===== src/rtl/game_pkg.sv =====
// Shared types and constants for the game timer and its neighbours.
package game_pkg;

    typedef logic [1:0][3:0] bcd2_t;

    localparam bcd2_t       BCD_MAX                = 8'h99;
    localparam int unsigned FRAMES_PER_SEC_DEFAULT = 30;

    typedef enum logic {
        RUNNING,
        EXPIRED
    } timer_state_e;

endpackage


===== src/rtl/game_timer_if.sv =====
// Frame pacing, bonus request and timer status bundle between controller and game_timer.
interface game_timer_if;
    import game_pkg::*;

    logic  startOfFrame;
    logic  run;
    logic  add_time;
    bcd2_t time_to_add;
    bcd2_t time_digits;
    logic  out_of_time;
    logic  low_time;
    logic  blink;

    modport master (
        output startOfFrame, run, add_time, time_to_add,
        input  time_digits, out_of_time, low_time, blink
    );

    modport slave (
        input  startOfFrame, run, add_time, time_to_add,
        output time_digits, out_of_time, low_time, blink
    );

endinterface


===== src/rtl/bcd2_add_sat.sv =====
// Two-digit BCD: optional decrement by one, then add of a digit-clamped bonus, saturating at 99.
module bcd2_add_sat
    import game_pkg::*;
(
    input  bcd2_t value_i,
    input  logic  dec_i,
    input  logic  add_i,
    input  bcd2_t bonus_i,
    output bcd2_t sum_o,
    output logic  zero_o
);

    logic [3:0] a_u, a_t, b_u, b_t;
    logic [4:0] u_sum, t_sum;
    logic       carry;

    always_comb begin
        a_u = value_i[0];
        a_t = value_i[1];
        // Decrement floors at 00 so the adder never wraps to 99 on a stray tick.
        if (dec_i && (value_i != '0)) begin
            if (value_i[0] == 4'd0) begin
                a_u = 4'd9;
                a_t = value_i[1] - 4'd1;
            end else begin
                a_u = value_i[0] - 4'd1;
            end
        end

        b_u = '0;
        b_t = '0;
        if (add_i) begin
            b_u = (bonus_i[0] > 4'd9) ? 4'd9 : bonus_i[0];
            b_t = (bonus_i[1] > 4'd9) ? 4'd9 : bonus_i[1];
        end

        u_sum = {1'b0, a_u} + {1'b0, b_u};
        carry = (u_sum > 5'd9);
        if (carry) begin
            u_sum = u_sum - 5'd10;
        end
        t_sum = {1'b0, a_t} + {1'b0, b_t} + {4'b0, carry};

        if (t_sum > 5'd9) begin
            sum_o = BCD_MAX;
        end else begin
            sum_o = {t_sum[3:0], u_sum[3:0]};
        end
        zero_o = (sum_o == '0);
    end

endmodule


===== src/rtl/game_timer.sv =====
// Two-digit BCD play-time countdown paced by startOfFrame, with bonus adds and a sticky expiry.
// Optional low-time warning/blink outputs are built when GAME_TIMER_WARNING_EN is defined.
module game_timer
    import game_pkg::*;
#(
    parameter bcd2_t       START_TIME     = BCD_MAX,
    parameter int unsigned FRAMES_PER_SEC = FRAMES_PER_SEC_DEFAULT,
    parameter bcd2_t       LOW_THRESHOLD  = 8'h10,
    parameter int unsigned BLINK_FRAMES   = 15
) (
    input  logic        clk,
    input  logic        resetN,
    game_timer_if.slave tif
);

    localparam int unsigned   PW         = (FRAMES_PER_SEC > 1) ? $clog2(FRAMES_PER_SEC) : 1;
    localparam logic [PW-1:0] PRESC_LAST = PW'(FRAMES_PER_SEC - 1);

    if ((FRAMES_PER_SEC < 1) || (BLINK_FRAMES < 1) || (LOW_THRESHOLD > BCD_MAX)) begin : g_param_check
        $error("game_timer: invalid parameter set");
    end

    timer_state_e  state_q, state_d;
    logic [PW-1:0] presc_q, presc_d;
    bcd2_t         time_q, time_d;
    bcd2_t         sum;
    logic          sum_zero;
    logic          running;
    logic          tick;
    logic          upd;
    logic          out_of_time;

    assign running = (state_q == RUNNING);
    assign tick    = running && tif.run && tif.startOfFrame && (presc_q == PRESC_LAST);
    assign upd     = running && (tick || tif.add_time);

    bcd2_add_sat u_add (
        .value_i (time_q),
        .dec_i   (tick),
        .add_i   (tif.add_time),
        .bonus_i (tif.time_to_add),
        .sum_o   (sum),
        .zero_o  (sum_zero)
    );

    always_ff @(posedge clk or negedge resetN) begin
        if (!resetN) begin
            state_q <= RUNNING;
        end else begin
            state_q <= state_d;
        end
    end

    always_comb begin
        state_d = state_q;
        case (state_q)
            RUNNING: if (upd && sum_zero) state_d = EXPIRED;
            EXPIRED: state_d = EXPIRED;
        endcase
    end

    always_comb begin
        out_of_time = (state_q == EXPIRED);
    end

    always_comb begin
        presc_d = presc_q;
        time_d  = time_q;
        if (running && tif.run && tif.startOfFrame) begin
            presc_d = (presc_q == PRESC_LAST) ? '0 : presc_q + PW'(1);
        end
        if (upd) begin
            time_d = sum;
        end
    end

    always_ff @(posedge clk or negedge resetN) begin
        if (!resetN) begin
            presc_q <= '0;
            time_q  <= START_TIME;
        end else begin
            presc_q <= presc_d;
            time_q  <= time_d;
        end
    end

    assign tif.time_digits = time_q;
    assign tif.out_of_time = out_of_time;

`ifdef GAME_TIMER_WARNING_EN
    localparam int unsigned   BW         = (BLINK_FRAMES > 1) ? $clog2(BLINK_FRAMES) : 1;
    localparam logic [BW-1:0] BLINK_LAST = BW'(BLINK_FRAMES - 1);

    logic          low_q, low_d;
    logic          blink_q, blink_d;
    logic [BW-1:0] bcnt_q, bcnt_d;

    // Judged on next-state values so the warning edge lines up with the digit change.
    assign low_d = (state_d == RUNNING) && (time_d <= LOW_THRESHOLD);

    always_comb begin
        bcnt_d  = bcnt_q;
        blink_d = blink_q;
        if (!low_d) begin
            bcnt_d  = '0;
            blink_d = 1'b0;
        end else if (low_q && tif.startOfFrame) begin
            if (bcnt_q == BLINK_LAST) begin
                bcnt_d  = '0;
                blink_d = ~blink_q;
            end else begin
                bcnt_d = bcnt_q + BW'(1);
            end
        end
    end

    always_ff @(posedge clk or negedge resetN) begin
        if (!resetN) begin
            low_q   <= 1'b0;
            blink_q <= 1'b0;
            bcnt_q  <= '0;
        end else begin
            low_q   <= low_d;
            blink_q <= blink_d;
            bcnt_q  <= bcnt_d;
        end
    end

    assign tif.low_time = low_q;
    assign tif.blink    = blink_q;
`else
    assign tif.low_time = 1'b0;
    assign tif.blink    = 1'b0;
`endif

endmodule


===== src/flat_wrapper.sv =====
// flat-port wrapper written by rule: the top's interface ports become plain ports
module game_timer_flat import game_pkg::*;
#(
    parameter bcd2_t       START_TIME     = BCD_MAX,
    parameter int unsigned FRAMES_PER_SEC = FRAMES_PER_SEC_DEFAULT,
    parameter bcd2_t       LOW_THRESHOLD  = 8'h10,
    parameter int unsigned BLINK_FRAMES   = 15
)
  (clk, resetN, tif_startOfFrame, tif_run, tif_add_time, tif_time_to_add, tif_time_digits, tif_out_of_time, tif_low_time, tif_blink);
  game_timer_if tif_i ();
  input  logic clk;
  input  logic resetN;
  input wire logic [$bits(tif_i.startOfFrame)-1:0] tif_startOfFrame;
  input wire logic [$bits(tif_i.run)-1:0] tif_run;
  input wire logic [$bits(tif_i.add_time)-1:0] tif_add_time;
  input wire logic [$bits(tif_i.time_to_add)-1:0] tif_time_to_add;
  output wire logic [$bits(tif_i.time_digits)-1:0] tif_time_digits;
  output wire logic [$bits(tif_i.out_of_time)-1:0] tif_out_of_time;
  output wire logic [$bits(tif_i.low_time)-1:0] tif_low_time;
  output wire logic [$bits(tif_i.blink)-1:0] tif_blink;
  assign tif_i.startOfFrame = tif_startOfFrame;
  assign tif_i.run = tif_run;
  assign tif_i.add_time = tif_add_time;
  assign tif_i.time_to_add = tif_time_to_add;
  assign tif_time_digits = tif_i.time_digits;
  assign tif_out_of_time = tif_i.out_of_time;
  assign tif_low_time = tif_i.low_time;
  assign tif_blink = tif_i.blink;
  game_timer #(.START_TIME(START_TIME), .FRAMES_PER_SEC(FRAMES_PER_SEC), .LOW_THRESHOLD(LOW_THRESHOLD), .BLINK_FRAMES(BLINK_FRAMES)) u_core (.clk(clk), .resetN(resetN), .tif(tif_i));
endmodule

===== config.mk =====
export PLATFORM = sky130hd
export DESIGN_NAME = game_timer_flat
export DESIGN_NICKNAME = d
export VERILOG_FILES = /design/src/rtl/game_pkg.sv /design/src/rtl/game_timer_if.sv /design/src/rtl/bcd2_add_sat.sv /design/src/rtl/game_timer.sv /design/src/flat_wrapper.sv
export SDC_FILE = /design/constraint.sdc
export NUM_CORES = 1
export LEC_CHECK = 0
export BUFFER_PORTS_ARGS = -buffer_cell sky130_fd_sc_hd__clkbuf_2
export CAP_MARGIN = 40
export CORE_ASPECT_RATIO = 0.75
export CORE_MARGIN = 2
export CORE_UTILIZATION = 40
export CTS_BUF_LIST = sky130_fd_sc_hd__clkbuf_8
export DETAILED_ROUTE_END_ITERATION = 12
export PLACE_DENSITY_LB_ADDON = 0.05
export SLEW_MARGIN = 20
export SYNTH_ARGS = -nofsm -noshare
export SYNTH_HDL_FRONTEND = slang
export SYNTH_HIERARCHICAL = 1
export SYNTH_SLANG_ARGS = --single-unit

===== constraint.sdc =====
create_clock -name clk -period 6.7 [get_ports clk]
set_input_delay 0.67 -clock clk [delete_from_list [all_inputs] [get_ports clk]]
set_output_delay 0.67 -clock clk [all_outputs]
set_load 0.03 [all_outputs]

==> results.json, run 1 <==
{
  "outcome": "finished clean",
  "dieHeight_um": 57.3,
  "route.top_layer_used": "met4",
  "synthSimpleGateAreaFrac_pct": 24.4,
  "synthDominantAreaCellType": "dfrtp_1",
  "most_frequent_cell_after_synthesis": "inv_1",
  "drive_above_1_share_pct": 22.8,
  "layout.nets": 223,
  "end_kind": "flip-flop",
  "grt_usage_pct": 16.8,
  "drt_wl_total_um": 3210,
  "synth.cell_area_sq_um": 1510,
  "i_o_pin_count": 24,
  "routability_congestion_estimate": 0.808,
  "rsz0062_at_grt": "no",
  "p_leak_uw": 0.000832,
  "seq_power_share_pct": 24.2,
  "cts_hold_buf": 0,
  "cts_htree_levels": 1,
  "synth.yosys.seq_area_share_pct": 23.5,
  "design.die.area_sq_um": 4300,
  "p_int_uw": 398,
  "synth_top_family_by_area": "simple AND/OR/NAND/NOR gates",
  "final_min_period_over_clock_period_pct": 75.6,
  "start_util_pct": 41.6,
  "slew_viol_final": 0,
  "latest_clock_arrival_within_the_worst_skew_pair_ns": 0.24,
  "route.detailed.vias_per_inst": 5.33,
  "synth_compound_area_share_pct": 19.3,
  "power.net_switching_uw": 366,
  "finalCoreUtilization_pct": 47.3,
  "power.density_nw_per_um2": 444,
  "post-cts-setup-buffer-count": 0,
  "switching_share_pct": 47.9,
  "cts-root-to-sink-buffers": 2,
  "pwr-share-clk_pct": 10.8,
  "yosys_warnings": 6,
  "row_count": 19,
  "edff_count_synth": 0,
  "peakVddDrop_mv": 0.221,
  "synth_top_cells_by_count": "inv_1, ha_1, nand2_1, nor2_1, o21ai_0",
  "drt_first_pass_iters": 6,
  "max_cap_violation_count": 0,
  "crit_required_ns": 6.89,
  "post-route-worst-setup-slack_ns": 1.63,
  "tritoncts": "done",
  "grt_overflow": 0,
  "hold_viol_final": 0,
  "antenna_violating_nets_post_route": 0,
  "yosys.area_share.xor_xnor_pct": 4.05,
  "finalSetupViolCount": 0,
  "fp.coreArea_sq_um": 3640,
  "grt_pass1_vias": 1235,
  "crit_chain": "inv_1, ha_1, nand4_4, nor2_1, o21a_1, nor2_1, a31oi_1, ha_1, fa_1, inv_1, and2_1, inv_1, a21boi_0, fa_1, inv_1, fa_1, a21o_2, a21o_1, mux2i_4, or4b_1, nor4b_2, a21o_1",
  "clock_sinks": 14,
  "synthCells": 171,
  "drt-met1-wl_um": 1660,
  "area_growth_syn_to_layout_pct": 13.6,
  "wl_met3_um": 151,
  "post_synth_fa_ha_maj_area_fraction_pct": 14.7,
  "port_buffers": 21,
  "worst_path_most_repeated_cell": "inv_1",
  "fp.dieW_um": 75.0,
  "cp_max_fo": 6,
  "routedWlPerCell_um": 13.1,
  "setup.worst_path.start_class": "flip-flop",
  "finClkSkew_ns": 0.00225,
  "synthTopCellsByArea": "dfrtp_1, ha_1, dfstp_2",
  "max_stage_delay_ns": 0.50,
  "min-delay-path-class": "input port to async pin",
  "synth.area.mux_share_pct": 8.76,
  "place_hpwl_um": 2690,
  "first_iter_violations": 64,
  "cts.clk_slew.worst_paths_ns": 0.06,
  "fin_area_sq_um": 1720,
  "met2_length_um": 1390,
  "syn_area_per_cell_sq_um": 8.85,
  "diodes": 0,
  "synthesis_stage_register_bit_count": 14,
  "tritoncts.num_buffers": 3,
  "largest_net_degree_at_the_start_of_global_routing": 15,
  "number_of_antenna_violations_at_the_first_check_in_global_routing": 0,
  "via_count": 1307,
  "cp.arrival_ns": 5.25,
  "finalWorstPathRequiredPeriod_ns": 5.07,
  "placed_area_sq_um": 1660,
  "timing.critical_path.slowest_stage_cell": "fa_1",
  "synth.lib_cells_used.distinct": 51,
  "dominantRegCellSynth": "dfrtp_1",
  "clockRootBuffer": "clkbuf_8",
  "final.setup.tns_ns": 0,
  "yosys.area.top_type_share_pct": 16.5,
  "power.share.combinational_pct": 65.0,
  "asyncSetResetFlopFracSynth_pct": 100,
  "worst-setup-path-type": "flip-flop to flip-flop",
  "ctsResizeCount": 0,
  "placement.setup.worst_slack_ns": 1.53,
  "drt_drc_violations_left": 0,
  "max_freq_mhz": 197,
  "grt_first_pass_wirelength_um": 5600
}
-- worst max-delay path: cells and delay by family, from the launching register on --
family / cells / cell delay [ns]
adders and majority gates: 5 / 1.56
buffers and inverters: 4 / 0.33
muxes: 1 / 0.15
and+or+nand+nor: 6 / 1.44
AOI/OAI and AO/OA: 6 / 1.13
DFF: 1 / 0.40
-- power groups by stage --
stage          Combinational [uW]  Clock, uW  Sequential (uW)
2_1_floorplan                 354          0              219
3_3_place_gp                  494          0              183
3_5_place_dp                  499          0              186
4_1_cts                       502       84.5              184
5_1_grt                       565       89.5              194
6_report                      496       82.6              185
-- metal layers --
metal | up-vias | global-route usage [%]
met2 | 33 | 25.4
li1 | 663 | -
met3 | 2 | 3.71
met4 | 0 | 2.04
met5 | - | 0
met1 | 609 | 25.2
-- cells in the final DEF (no fill, tap or decap), types with 3 or more instances in the layout --
cell type,synthesis,routed
nor2_1,11,11
nor3_1,4,4
and3b_1,5,5
o21ai_0,11,11
o21a_1,4,4
o22ai_1,3,3
mux2_2,7,7
fa_1,3,3
clkbuf_8,0,4
clkbuf_2,0,21
xor2_1,3,3
nand2b_1,4,4
a31oi_1,3,3
a21oi_1,9,9
dfstp_2,4,4
nand2_1,11,11
inv_1,14,14
dfrtp_1,10,10
and2_1,3,3
xnor2_1,4,4
a21o_1,4,4
nand3_1,3,3
ha_1,13,13
nand4_1,3,3
-- sequential cells by signal, indices dropped and copies added (netlist names) --
signal	cells
u_core/tif.time_digits	8
u_core/tif.out_of_time	1
u_core/presc_q	5
-- final cells by class --
type	instances	area, sq um
fill	374	1920
timing repair buffer	21	105
inverter	14	52.6
sequential	14	355
clock buffer	4	55.1
multi-input combinational	140	1090
tap	52	65.1
-- final timing paths --
check | slack (ns) | start | end | cells past startpoint
max in group asynchronous | 6.08 | resetN | u_core/tif.time_digits[7] | 1
worst max register to register | 1.63 | u_core/presc_q[1] | u_core/tif.out_of_time | 22
worst min register to register | 0.56 | u_core/presc_q[0] | u_core/presc_q[0] | 1
worst max-delay path | 1.63 | u_core/presc_q[1] | u_core/tif.out_of_time | 22
worst min-delay path | 0.32 | resetN | u_core/presc_q[2] | 1
min in group clk | 0.56 | u_core/presc_q[0] | u_core/presc_q[0] | 1
-- metrics by stage --
stage / total power (uW) / hold WS [ns] / cells
5_1_grt: 848 / 0.336 / 245
2_1_floorplan: 573 / 0.374 / 172
6_report: 764 / 0.315 / 245
3_5_place_dp: 685 / 0.557 / 241
3_3_place_gp: 677 / 0.550 / 241
4_1_cts: 770 / 0.327 / 245
-- cells by family (layout without fill, tap and decap cells) --
kind of cell	after synthesis	after routing
DFF	14	14
and+or+nand+nor	60	60
other	1	2
buffers and inverters	18	39
AOI/OAI and AO/OA	44	44
muxes	11	11
adders and majority gates	16	16
xor gates and xnor gates	7	7
Note: power is estimated with default switching activity, not from simulation.
==> inputs of run 2 (changes only) <==
--- a/config.mk
+++ b/config.mk
@@ -5,6 +5,7 @@
 export SDC_FILE = /design/constraint.sdc
 export NUM_CORES = 1
 export LEC_CHECK = 0
+export ABC_AREA = 1
 export BUFFER_PORTS_ARGS = -buffer_cell sky130_fd_sc_hd__clkbuf_2
 export CAP_MARGIN = 40
 export CORE_ASPECT_RATIO = 0.75
==> constraint.sdc (replaced) <==
create_clock -name clk -period 5 [get_ports clk]
set_input_delay 0.5 -clock clk [delete_from_list [all_inputs] [get_ports clk]]
set_output_delay 0.5 -clock clk [all_outputs]
set_load 0.03 [all_outputs]
==> results.json, run 2 <==
{
  "synthesis_stage_register_bit_count": 14,
  "via_count": 1338,
  "worst_r2r_path_depth": 30,
  "dieHeight_um": 57.4,
  "end_kind": "flip-flop",
  "diodes": 0,
  "peakVddDrop_mv": 0.115,
  "most_frequent_cell_after_synthesis": "nand2_1",
  "cts.clk_slew.worst_paths_ns": 0.06,
  "post-cts-setup-buffer-count": 0,
  "crit_required_ns": 5.18,
  "grt_overflow": 0,
  "hold_viol_final": 0,
  "cts-root-to-sink-buffers": 2,
  "yosys_warnings": 6,
  "cp.arrival_ns": 4.34,
  "fp.coreArea_sq_um": 3660,
  "synth.yosys.seq_area_share_pct": 23.4,
  "worst_path_most_repeated_cell": "inv_1",
  "pwr-share-clk_pct": 40.6,
  "most-common-layout-cells": "nand2_1, inv_1, nand3_1",
  "synthTopCellsByArea": "dfrtp_1, nand2_1, ha_1",
  "edff_count_synth": 0,
  "finalCoreUtilization_pct": 47.3,
  "clock_sinks": 14,
  "finClkSkew_ns": 0.00269,
  "fp.dieW_um": 75.2,
  "drt_wl_total_um": 3050,
  "drt_first_pass_iters": 4,
  "finalSetupViolCount": 0,
  "critical_r2r_capture": "u_core/tif.out_of_time",
  "finalNonFillerCells": 291,
  "max_cap_violation_count": 0,
  "number_of_flip_flops_in_the_largest_register": 8,
  "place_hpwl_um": 2610,
  "drt_drc_violations_left": 0,
  "dominantRegCellSynth": "dfrtp_1",
  "regToRegStartpoint": "u_core/presc_q[1]",
  "layout.nets": 269,
  "finalWorstPathRequiredPeriod_ns": 4.15,
  "start_util_pct": 41.5,
  "globalRouteMet2Util_pct": 21.8,
  "timing.critical_path.slowest_stage_cell": "fa_1",
  "hold-worst-slack_ns": 0.151,
  "max_stage_delay_ns": 0.46,
  "power.density_nw_per_um2": 153,
  "grt_pass1_vias": 1174,
  "seq_power_share_pct": 43.5,
  "crit_path_start": "u_core/presc_q[1]",
  "i_o_pin_count": 24,
  "path_buf_inv": 8,
  "worst-setup-path-type": "flip-flop to flip-flop",
  "clockRootBuffer": "clkbuf_8",
  "synth.cell_area_sq_um": 1520,
  "design.die.area_sq_um": 4310,
  "dp_cells": 287,
  "cts_htree_levels": 1,
  "grt.busiest_layer": "met1",
  "asyncSetResetFlopFracSynth_pct": 100,
  "cp-endpoint": "u_core/tif.out_of_time",
  "first_iter_violations": 48,
  "final_min_period_over_clock_period_pct": 83.0,
  "cp_max_fo": 5,
  "latest_clock_arrival_within_the_worst_skew_pair_ns": 0.24,
  "reg2reg_setup_slack_ns": 0.85,
  "placed_area_sq_um": 1680,
  "setup.worst_path.start_class": "flip-flop",
  "outcome": "finished clean",
  "max_freq_mhz": 241,
  "min-delay-path-class": "input port to async pin",
  "slew_viol_final": 0,
  "power.share.combinational_pct": 15.9,
  "ctsResizeCount": 0,
  "met1_usage_pct": 25.0,
  "tritoncts": "done",
  "routedWlPerCell_um": 10.5,
  "largest_net_degree_at_the_start_of_global_routing": 15,
  "final.setup.tns_ns": 0,
  "antenna_violating_nets_post_route": 0,
  "synth.lib_cells_used.distinct": 30,
  "synthDominantAreaCellType": "dfrtp_1",
  "p_leak_uw": 0.00100,
  "power.net_switching_uw": 65.3,
  "rsz0062_at_grt": "no",
  "synthCells": 215,
  "routability_congestion_estimate": 0.804,
  "critical_path_depth": 30,
  "area_growth_syn_to_layout_pct": 14.1,
  "mostFrequentLayoutCell": "nand2_1",
  "number_of_antenna_violations_at_the_first_check_in_global_routing": 0,
  "p_int_uw": 200,
  "route.detailed.vias_per_inst": 4.60,
  "grtUsageMet3_pct": 4.77,
  "crit_path_leading_delay_family": "adder cells",
  "grt_first_pass_wirelength_um": 5260,
  "port_buffers": 21,
  "synth_top_cells_by_count": "nand2_1, inv_1, nand3_1, nor2_1, ha_1",
  "yosys.area.top_type_share_pct": 16.5,
  "fin_area_sq_um": 1730,
  "cts_hold_buf": 0,
  "syn_area_per_cell_sq_um": 7.06,
  "switching_share_pct": 24.7,
  "tritoncts.num_buffers": 3,
  "row_count": 19,
  "drive_above_1_share_pct": 23.0,
  "grt_usage_pct": 16.2
}
-- run 2: cell types whose count changed in the layout (fill, tap and decap cells not counted), sizes merged, moves of 4 or more --
| cell | previous run | this run |
|---|---|---|
| nand2 | 11 | 64 |
| nand3 | 3 | 30 |
| inv | 14 | 40 |
| mux2 | 8 | 0 |
| nor2 | 11 | 19 |
| a21o | 5 | 0 |
| and3b | 5 | 0 |
| nand2b | 4 | 0 |
| nor3 | 4 | 0 |
| xnor2 | 4 | 0 |
-- run 2: area by class of cell --
type,instances,area (sq um)
Tap cell,52,65.1
Multi-Input combinational cell,160,1000
Inverter,40,150
Clock buffer,4,55.1
Sequential cell,14,355
Timing Repair Buffer,21,105
Fill cell,389,1930
-- run 2: metal layers --
metal / vias to the layer above / wire length, um
li1: 723 / -
met1: 591 / 1780
met2: 19 / 1130
met3: 5 / 102
met4: 0 / 36
met5: - / 0
-- run 2: logic make-up after synthesis --
kind of cell             count (synthesis)  share of synthesized area (%)
AND/OR/NAND/NOR                        120                           41.2
XOR/XNOR                                 3                           1.73
multiplexers                             1                          0.659
buffers and inverters                   42                           10.9
AO/OA/AOI/OAI                           18                           7.25
other                                    1                          0.247
flip-flops                              14                           23.4
adder cells (fa/ha/maj)                 16                           14.7
-- run 2: how the worst min path moves through the flow --
stage	startpoint	end	slack, ns	cells past startpoint
CTS	resetN	u_core/tif.time_digits[6]	0.16	1
detailed placement	resetN	u_core/tif.time_digits[6]	0.42	1
global placement	resetN	u_core/tif.time_digits[6]	0.42	1
finish	resetN	u_core/tif.time_digits[6]	0.15	1
floorplan	resetN	u_core/presc_q[0]	0.20	0
global route	resetN	u_core/tif.time_digits[6]	0.16	1
-- run 2: power by group through the flow --
stage	Combinational, uW	Sequential [uW]	Clock (uW)
final	42.1	115	107
after global routing	48.2	115	118
after CTS	43.0	115	112
after detailed placement	42.8	117	0
after global placement	43.2	117	0
after floorplan	30.8	117	0
-- run 2: through the flow --
| stage | total power (uW) | worst slack, ns |
|---|---|---|
| floorplan | 148 | 1.06 |
| detailed placement | 160 | 0.771 |
| finish | 265 | 0.848 |
| CTS | 270 | 0.809 |
| global placement | 160 | 0.810 |
| global route | 282 | 0.383 |
